File: config.mk
export PLATFORM = sky130hd
export DESIGN_NAME = fp_addsub_param
export DESIGN_NICKNAME = d
export VERILOG_FILES = /design/src/rtl/fp_addsub_param.sv
export SDC_FILE = /design/constraint.sdc
export NUM_CORES = 1
export LEC_CHECK = 0
export CAP_MARGIN = 20
export CORE_ASPECT_RATIO = 1.4
export CORE_MARGIN = 4
export CORE_UTILIZATION = 60
export CTS_CLUSTER_SIZE = 24
export DETAILED_ROUTE_END_ITERATION = 8
export PLACE_DENSITY = 0.82
export SLEW_MARGIN = 20
export SYNTH_ARGS = -nofsm -noshare
export SYNTH_HDL_FRONTEND = slang
export SYNTH_SLANG_ARGS = --single-unit
File: constraint.sdc
create_clock -name clk -period 5.16 [get_ports clk]
set_clock_uncertainty 0.2 [all_clocks]
set_input_delay 1.032 -clock clk [delete_from_list [all_inputs] [get_ports clk]]
set_output_delay 1.032 -clock clk [all_outputs]
set_load 0.01 [all_outputs]
File: src/rtl/fp_addsub_param.sv
// rtl/fp_addsub_param.sv - multi-cycle floating-point adder/subtractor (flush-to-zero)
//
// Purpose: adds or subtracts two {sign, exponent, fraction} operands using a
// sequential IDLE/ALIGN/ADD/NORM/ROUND/DONE datapath, one operation in flight.
// Optional feature: define FP_ADDSUB_RNE_EN for round-to-nearest-even,
// otherwise ROUND truncates (same latency).
//
// Ports:
//   clk, rst_n          clock, asynchronous active-low reset
//   in_valid/in_ready   operand handshake (in_ready only in IDLE)
//   op                  0 = a+b, 1 = a-b
//   a, b                operands, W = 1+EXP_W+MAN_W bits
//   out_valid/out_ready result handshake (held in DONE)
//   result              sum
//   overflow, underflow, zero  status for the current result

module fp_addsub_param #(
    parameter int EXP_W = 5,
    parameter int MAN_W = 10,
    localparam int W = 1 + EXP_W + MAN_W
) (
    input  logic         clk,
    input  logic         rst_n,
    input  logic         in_valid,
    output logic         in_ready,
    input  logic         op,
    input  logic [W-1:0] a,
    input  logic [W-1:0] b,
    output logic         out_valid,
    input  logic         out_ready,
    output logic [W-1:0] result,
    output logic         overflow,
    output logic         underflow,
    output logic         zero
);

    // Working mantissa: {hidden, fraction, guard, round, sticky}
    localparam int MW = MAN_W + 4;
    localparam int SW = MAN_W + 5;
    localparam logic [EXP_W-1:0] EXP_ONES = '1;

    typedef enum logic [2:0] {IDLE, ALIGN, ADD, NORM, ROUND, DONE} state_t;

    state_t           state_q, state_d;
    logic             sa_q, sa_d, sb_q, sb_d;
    logic [EXP_W-1:0] ea_q, ea_d, eb_q, eb_d;
    logic [MW-1:0]    ma_q, ma_d, mb_q, mb_d;
    logic             fixed_q, fixed_d;     // result already final, ROUND just passes through
    logic [W-1:0]     res_q, res_d;
    logic             ovf_q, ovf_d, unf_q, unf_d, zero_q, zero_d;

    logic [EXP_W-1:0] a_exp, b_exp;
    logic [EXP_W-1:0] exp_diff, ea_inc;
    logic [SW-1:0]    sum;
    logic             sum_sign;
    logic [MAN_W:0]   frac_rnd;
    logic             inc;

    assign a_exp = a[W-2:MAN_W];
    assign b_exp = b[W-2:MAN_W];

    // Right shift by one with the shifted-out bit folded into sticky
    function automatic logic [MW-1:0] shr1(input logic [MW-1:0] m);
        return {1'b0, m[MW-1:2], m[1] | m[0]};
    endfunction

    function automatic logic [MW-1:0] flush_sticky(input logic [MW-1:0] m);
        return {{(MW-1){1'b0}}, |m};
    endfunction

    always_ff @(posedge clk or negedge rst_n) begin
        if (!rst_n) begin
            state_q <= IDLE;
            sa_q    <= 1'b0;
            sb_q    <= 1'b0;
            ea_q    <= '0;
            eb_q    <= '0;
            ma_q    <= '0;
            mb_q    <= '0;
            fixed_q <= 1'b0;
            res_q   <= '0;
            ovf_q   <= 1'b0;
            unf_q   <= 1'b0;
            zero_q  <= 1'b0;
        end else begin
            state_q <= state_d;
            sa_q    <= sa_d;
            sb_q    <= sb_d;
            ea_q    <= ea_d;
            eb_q    <= eb_d;
            ma_q    <= ma_d;
            mb_q    <= mb_d;
            fixed_q <= fixed_d;
            res_q   <= res_d;
            ovf_q   <= ovf_d;
            unf_q   <= unf_d;
            zero_q  <= zero_d;
        end
    end

    always_comb begin
        state_d  = state_q;
        sa_d     = sa_q;
        sb_d     = sb_q;
        ea_d     = ea_q;
        eb_d     = eb_q;
        ma_d     = ma_q;
        mb_d     = mb_q;
        fixed_d  = fixed_q;
        res_d    = res_q;
        ovf_d    = ovf_q;
        unf_d    = unf_q;
        zero_d   = zero_q;
        exp_diff = (ea_q > eb_q) ? (ea_q - eb_q) : (eb_q - ea_q);
        ea_inc   = ea_q + EXP_W'(1);
        sum      = '0;
        sum_sign = sa_q;
        frac_rnd = '0;
        inc      = 1'b0;

        case (state_q)
            IDLE: begin
                if (in_valid) begin
                    sa_d    = a[W-1];
                    sb_d    = b[W-1] ^ op;
                    ea_d    = a_exp;
                    eb_d    = b_exp;
                    // Exponent zero means zero (subnormals flushed), so hidden and fraction drop
                    ma_d    = (a_exp == '0) ? '0 : {1'b1, a[MAN_W-1:0], 3'b000};
                    mb_d    = (b_exp == '0) ? '0 : {1'b1, b[MAN_W-1:0], 3'b000};
                    fixed_d = 1'b0;
                    res_d   = '0;
                    ovf_d   = 1'b0;
                    unf_d   = 1'b0;
                    zero_d  = 1'b0;
                    if (a_exp == EXP_ONES) begin
                        res_d   = {a[W-1], EXP_ONES, {MAN_W{1'b0}}};
                        ovf_d   = 1'b1;
                        state_d = DONE;
                    end else if (b_exp == EXP_ONES) begin
                        res_d   = {b[W-1] ^ op, EXP_ONES, {MAN_W{1'b0}}};
                        ovf_d   = 1'b1;
                        state_d = DONE;
                    end else begin
                        state_d = ALIGN;
                    end
                end
            end
            ALIGN: begin
                if (ea_q == '0 || eb_q == '0) begin
                    // A zero operand takes the other's exponent; its mantissa is already 0
                    ea_d    = (ea_q > eb_q) ? ea_q : eb_q;
                    eb_d    = (ea_q > eb_q) ? ea_q : eb_q;
                    state_d = ADD;
                end else if (ea_q == eb_q) begin
                    state_d = ADD;
                end else if (int'(exp_diff) > MAN_W + 3) begin
                    if (ea_q < eb_q) begin
                        ma_d = flush_sticky(ma_q);
                        ea_d = eb_q;
                    end else begin
                        mb_d = flush_sticky(mb_q);
                        eb_d = ea_q;
                    end
                    state_d = ADD;
                end else if (ea_q < eb_q) begin
                    ma_d = shr1(ma_q);
                    ea_d = ea_inc;
                end else begin
                    mb_d = shr1(mb_q);
                    eb_d = eb_q + EXP_W'(1);
                end
            end
            ADD: begin
                if (sa_q == sb_q) begin
                    sum      = {1'b0, ma_q} + {1'b0, mb_q};
                    sum_sign = sa_q;
                end else if (ma_q >= mb_q) begin
                    sum      = {1'b0, ma_q} - {1'b0, mb_q};
                    sum_sign = sa_q;
                end else begin
                    sum      = {1'b0, mb_q} - {1'b0, ma_q};
                    sum_sign = sb_q;
                end
                sa_d = sum_sign;
                if (sum == '0) begin
                    res_d   = '0;
                    zero_d  = 1'b1;
                    fixed_d = 1'b1;
                    state_d = ROUND;
                end else if (sum[SW-1]) begin
                    ma_d = {sum[SW-1:2], sum[1] | sum[0]};
                    ea_d = ea_inc;
                    if (ea_inc == EXP_ONES) begin
                        res_d   = {sum_sign, EXP_ONES, {MAN_W{1'b0}}};
                        ovf_d   = 1'b1;
                        fixed_d = 1'b1;
                        state_d = ROUND;
                    end else begin
                        state_d = NORM;
                    end
                end else begin
                    ma_d    = sum[MW-1:0];
                    state_d = NORM;
                end
            end
            NORM: begin
                if (ma_q[MW-1]) begin
                    state_d = ROUND;
                end else if (ea_q == EXP_W'(1)) begin
                    // Next shift would make the exponent 0: flush to +0
                    res_d   = '0;
                    unf_d   = 1'b1;
                    zero_d  = 1'b1;
                    fixed_d = 1'b1;
                    state_d = ROUND;
                end else begin
                    ma_d = ma_q << 1;
                    ea_d = ea_q - EXP_W'(1);
                end
            end
            ROUND: begin
                if (!fixed_q) begin
`ifdef FP_ADDSUB_RNE_EN
                    inc = ma_q[2] & (ma_q[1] | ma_q[0] | ma_q[3]);
`else
                    inc = 1'b0;
`endif
                    frac_rnd = {1'b0, ma_q[MW-2:3]} + {{MAN_W{1'b0}}, inc};
                    // Fraction carry means mantissa became 2.0: renormalise
                    if (frac_rnd[MAN_W]) begin
                        res_d = {sa_q, ea_inc, {MAN_W{1'b0}}};
                        ovf_d = (ea_inc == EXP_ONES);
                    end else begin
                        res_d = {sa_q, ea_q, frac_rnd[MAN_W-1:0]};
                    end
                end
                state_d = DONE;
            end
            DONE: begin
                if (out_ready) begin
                    state_d = IDLE;
                end
            end
            default: state_d = IDLE;
        endcase
    end

    assign in_ready  = (state_q == IDLE);
    assign out_valid = (state_q == DONE);
    assign result    = res_q;
    assign overflow  = ovf_q;
    assign underflow = unf_q;
    assign zero      = zero_q;

endmodule

# ---- Yosys cells after proc, flatten, opt, wreduce, memory -nomap -nowiden
# Cells that the tools add are included.
dict set report word_totals {
  reg_bits 63
  inputBits 37
  out_inout_bits 21
  word_cells 173
}
dict set report classes {
  n_addsub 8
  magnitude_cmp 4
  eq_ne 32
  muxes 84
  bitwise_logic 4
  n_reduce_logical 28
}
# operator n
set ops {}
lappend ops {{$mux 14} 18}
lappend ops {{$mux 16} 9}
lappend ops {{$mux 5} 17}
lappend ops {{$pmux 16 s4} 1}
lappend ops {{$pmux 14 s4} 1}
lappend ops {{$mux 15} 3}
lappend ops {{$mux 3} 12}
lappend ops {{$sub 14x14->15} 2}
lappend ops {{$pmux 14 s2} 1}
lappend ops {{$reduce_or 14->1} 2}
lappend ops {{$ne 2x2->1 const B} 13}
lappend ops {{$logic_not 5->1} 4}
lappend ops {{$pmux 5 s4} 1}
lappend ops {{$pmux 3 s6} 1}
lappend ops {{$reduce_and 8->1} 2}
lappend ops {{$add 14x14->15} 1}
lappend ops {{$eq 5x5->1 const B} 3}
lappend ops {{$logic_not 15->1} 1}
lappend ops {{$reduce_and 5->1} 3}
lappend ops {{$ge 14x14->1} 1}
lappend ops {{$mux 1} 14}
lappend ops {{$ne 3x3->1 const B} 4}
lappend ops {{$ne 4x4->1 const B} 3}
lappend ops {{$reduce_and 4->1} 3}
lappend ops {{26 further kinds} 40}

# ---- Logic depth before layout (Yosys ltp)
dict set report depth {
  ltp_word 8
  mapped_depth 18
}

# ---- Worst setup path after synthesis
# OpenSTA, ideal clock, no wires.
dict set report synth_path {
  path_kind {register to register}
  startpoint {reg ma_q[13]}
  endpoint {reg ma_q[11]}
  setup_ps 121
  arrival_time_ps 3746
  t_required_ps 4839
  setup_slack_ps 1093
  stages_incl_launch_ff 17
  period_less_slack_ps 4067
  path_cell_list {dfrtp_1 > clkbuf_1 > inv_1 > ha_1 > buf_4 > nand4_1 > or4_1 > o211a_2 > o31a_1 > buf_6 > or4_1 > nand4_2 > nand3_1 > or3b_1 > o31a_1 > buf_6 > o22a_1}
}
dict set report synth_via {
  elab_chain_cells 7
  word_cells_on_any_way 14
}
# item line
set synth_lines {}
lappend synth_lines {{start, declared} 47} ;# logic [MW-1:0] ma_q, ma_d, mb_q, mb_d;
lappend synth_lines {{start signal, assigned} 91} ;# ma_q <= ma_d;
lappend synth_lines {{$sub 14x14->15 (tied with other cells)} 182} ;# sum = {1'b0, mb_q} - {1'b0, ma_q};
lappend synth_lines {{$mux 15} 178} ;# end else if (ma_q >= mb_q) begin
lappend synth_lines {{$mux 15} 175} ;# if (sa_q == sb_q) begin
lappend synth_lines {{$mux 15} 121} ;# case (state_q)
lappend synth_lines {{$logic_not 15->1 or $mux 14 (tied branches)} {186, 191}}
lappend synth_lines {{$ne 2x2->1 (no line) or $mux 14 (tied branches)} -}
lappend synth_lines {{$reduce_and 8->1 (no line) or $pmux 14 s4 (tied branches)} -}
# Parallel ways exist; a longest one is shown, timed or not. The select of a mux whose other input is x is not followed.
# A chain may end at the register's enable or synchronous reset.

# ---- Worst setup path after layout
dict set report layout_path {
  startpoint {reg ma_q[12]}
  endpoint {reg ma_q[11]}
}
# Same word-level chain as after synthesis.

==> results.txt <==
Number of top-level design ports = 58
Initial Util = 62.0%
FILL cells = 840
Async set-or-reset flop fraction in the synthesized netlist = 100%
Area growth from synthesis to layout = 17.1%
Largest net degree at the start of global routing = 35
Dominant cell by count in the synthesized netlist = sky130_fd_sc_hd__inv_1
Worst Setup Start Kind = flop
Post-Synthesis Net Count = 968
Post-synth cell types = 78
Combined area of the multi-input logic cells = 4680 um2
Seq. cell area = 1580 um2
Cell with the largest stage delay on the worst path = sky130_fd_sc_hd__o31ai_2
Number of optimization iterations in the first detailed-route pass = 8
Synthesis Warnings = 0
TritonCTS clock tree = done
Detailed Place HPWL = 18.8 mm
Tightest Hold Check Type = reg2reg
Worst Setup Path Type = reg2reg
Hold Fails Final Rpt = 0
Clock tree sinks = 63
Cell at the root of the clock tree = sky130_fd_sc_hd__clkbuf_16
RSZ-0062 raised after global routing = no
Crit path buffers/inverters = 4
Stage delay of the slowest cell on the critical path = 630 ps
Number of buffers added to fix hold violations after cts = 0
Placeable core region = 10900 um2
Count of port buffers added during placement = 57
Flip-flop cell with the highest count after synthesis = sky130_fd_sc_hd__dfrtp_1
Post-layout minimum cycle time = 4990 ps
WL final = 24.5 mm
WL per Instance = 22.9 um
Area share of the leading cell type in the synthesized netlist = 23.3%
Final nets = 1021
Maximum clock rate = 200 MHz
Share of final-layout standard cells stronger than drive strength 1 = 8.74%
Post-synth EDFFs = 0
Clock-pin slew of the registers on the worst-case setup and hold paths = 60 ps
Standard-cell row count = 45
Number of CTS-inserted buffers = 9
Number of levels the H-tree was split into = 3
Maximum capacitance violations = 0
Die Y = 134 um
Most common library cells after synthesis = sky130_fd_sc_hd__inv_1 (79), sky130_fd_sc_hd__o21ai_0 (65), sky130_fd_sc_hd__dfrtp_1 (63)
Family of cells with the greatest summed delay on the critical path = compound AO/OA/AOI/OAI gates
Crit path DAT = 5010 ps
DRC violations left = 0
Run status = completed
Buffers inserted during post-CTS setup optimization = 0
Tightest Pin Transition = 835 ps
Worst path cell trace = inv_1, ha_1, and2_1, a221oi_1, o211a_2, o31a_1, buf_4, a2111oi_0, o31ai_2, buf_4, or3b_1, o31a_1, buf_4, o22a_1
Post-route fraction of the period consumed by the critical path = 96.7%
Clk_lat worst skew = 340 ps
Number of global-route vias before repair = 7229
Worst Path Max Fanout = 16
Number of antenna violations at the first check in global routing = 0
Global placer's final weighted congestion = 1.08
Number of nets still failing antenna checks after routing = 0
Worst EP required = 5180 ps
Share of synthesized area occupied by flip-flops and latches = 23.3%
Worst relative slew slack = 44.3%
Antenna diode count = 0
Worst-case clock buffer depth = 2
Horizontal die dimension = 97.8 um
GRT Total Usage = 36.7%
Setup-failing EPs final = 0
Routed vias = 7586
Global-route wire length before repair = 38.4 mm
Top cell by count, worst path = sky130_fd_sc_hd__buf_4
Total gr overflow = 0
Seq cells post-synth = 63
Ranking of synthesized cells by area = sky130_fd_sc_hd__dfrtp_1 (23%), sky130_fd_sc_hd__ha_1 (11%), sky130_fd_sc_hd__o21ai_0 (4.8%)
CP Capture Type = flop
Cell accounting for the most synthesized area = sky130_fd_sc_hd__dfrtp_1
Number of pins exceeding their max-slew limit in the final report = 0
Avg Synthesized Cell Area = 7.79 um2
Overall die area = 13100 um2
Post-synth design cell area = 6770 um2
Total negative slack = 0 ps
Ratio of routed vias to standard cells = 7.10
DR iter-0 viols = 993
Post-Synthesis Cells = 869
Final core utilization = 72.6%
[worst paths after layout]
check	from	to	slack, ps	depth (start not counted)
setup / recovery	ma_q[12]$_DFFE_PN0P_	ma_q[11]$_DFFE_PN0P_	170	14
hold reg to reg	result[15]$_DFFE_PN0P_	result[15]$_DFFE_PN0P_	310	1
hold / removal	result[15]$_DFFE_PN0P_	result[15]$_DFFE_PN0P_	310	1
setup reg to reg	ma_q[12]$_DFFE_PN0P_	ma_q[11]$_DFFE_PN0P_	170	14
min in group asynchronous	rst_n	eb_q[2]$_DFFE_PN0P_	550	1
max in group asynchronous	rst_n	result[6]$_DFFE_PN0P_	3260	2
[kinds of logic (layout without fill, tap and decap cells)]
group	count (synthesis)	after routing	synth area share, %
buffers and inverters	132	190	8.04
muxes	17	17	2.68
xor gates and xnor gates	11	11	1.42
AOI/OAI and AO/OA	302	302	30.7
DFF	63	63	23.3
adders and majority gates	62	62	12.0
and+or+nand+nor	282	282	21.9
[cell usage in the layout (no fill, tap or decap), types with 8 or more instances in the layout]
cell,n
sky130_fd_sc_hd__inv_1,79
sky130_fd_sc_hd__buf_4,38
sky130_fd_sc_hd__nor3_1,23
sky130_fd_sc_hd__nor4_1,8
sky130_fd_sc_hd__mux2_2,8
sky130_fd_sc_hd__a21o_1,12
sky130_fd_sc_hd__and3_1,15
sky130_fd_sc_hd__dfrtp_1,63
sky130_fd_sc_hd__clkbuf_16,9
sky130_fd_sc_hd__a21oi_1,62
sky130_fd_sc_hd__or4_1,8
sky130_fd_sc_hd__nand3_1,30
sky130_fd_sc_hd__nand4_1,16
sky130_fd_sc_hd__mux2i_1,8
sky130_fd_sc_hd__o21a_1,12
sky130_fd_sc_hd__o32a_1,8
sky130_fd_sc_hd__ha_1,55
sky130_fd_sc_hd__nor2_1,61
sky130_fd_sc_hd__o31ai_1,11
sky130_fd_sc_hd__and2_1,11
sky130_fd_sc_hd__nand2_1,56
sky130_fd_sc_hd__clkdlybuf4s50_1,56
sky130_fd_sc_hd__nor2b_1,14
sky130_fd_sc_hd__a222oi_1,13
sky130_fd_sc_hd__a221oi_1,14
sky130_fd_sc_hd__o21ai_0,63
sky130_fd_sc_hd__a211oi_1,11
sky130_fd_sc_hd__a31oi_1,15
[flip-flops by register name, summed over array words and instances, names as in the netlist]
signal,cells
result,16
ma_q,14
mb_q,14
ea_q,5
eb_q,5
state_q,3
fixed_q,1
overflow,1
sa_q,1
sb_q,1
underflow,1
zero,1
[per-stage QoR]
step           instance area [um2]  hold slack [ps]  std cells  setup WS (ps)
5_1_grt                       7930              331       1068           22.3
3_5_place_dp                  7560              297       1052            201
3_3_place_gp                  7560              284       1052            274
6_report                      7930              310       1068            171
4_1_cts                       7920              310       1068            172
2_1_floorplan                 6770              267        869           1090
[area by class of cell]
class / count / area share, %
multi-input combinational: 674 / 59.0
sequential: 63 / 19.9
timing repair buffer: 95 / 10.7
inverter: 79 / 3.74
clock buffer: 9 / 2.84
tap: 141 / 2.22
clock inverter: 7 / 1.61
[timing repair]
item,in CTS,in global routing
endpoints found under the hold margin,0,0
gates resized for setup,0,6
setup endpoints to repair,0,29
[per-layer routing]
metal	wire length, um	vias to the layer above	GRT usage (%)
li1	-	3366	-
met1	8680	3547	43.0
met2	11800	538	61.8
met3	1980	135	5.03
met4	2040	0	25.2
met5	0	-	0
Power is not shown: default switching activity piles up to over one toggle a cycle in this logic, so the estimate is an artifact.
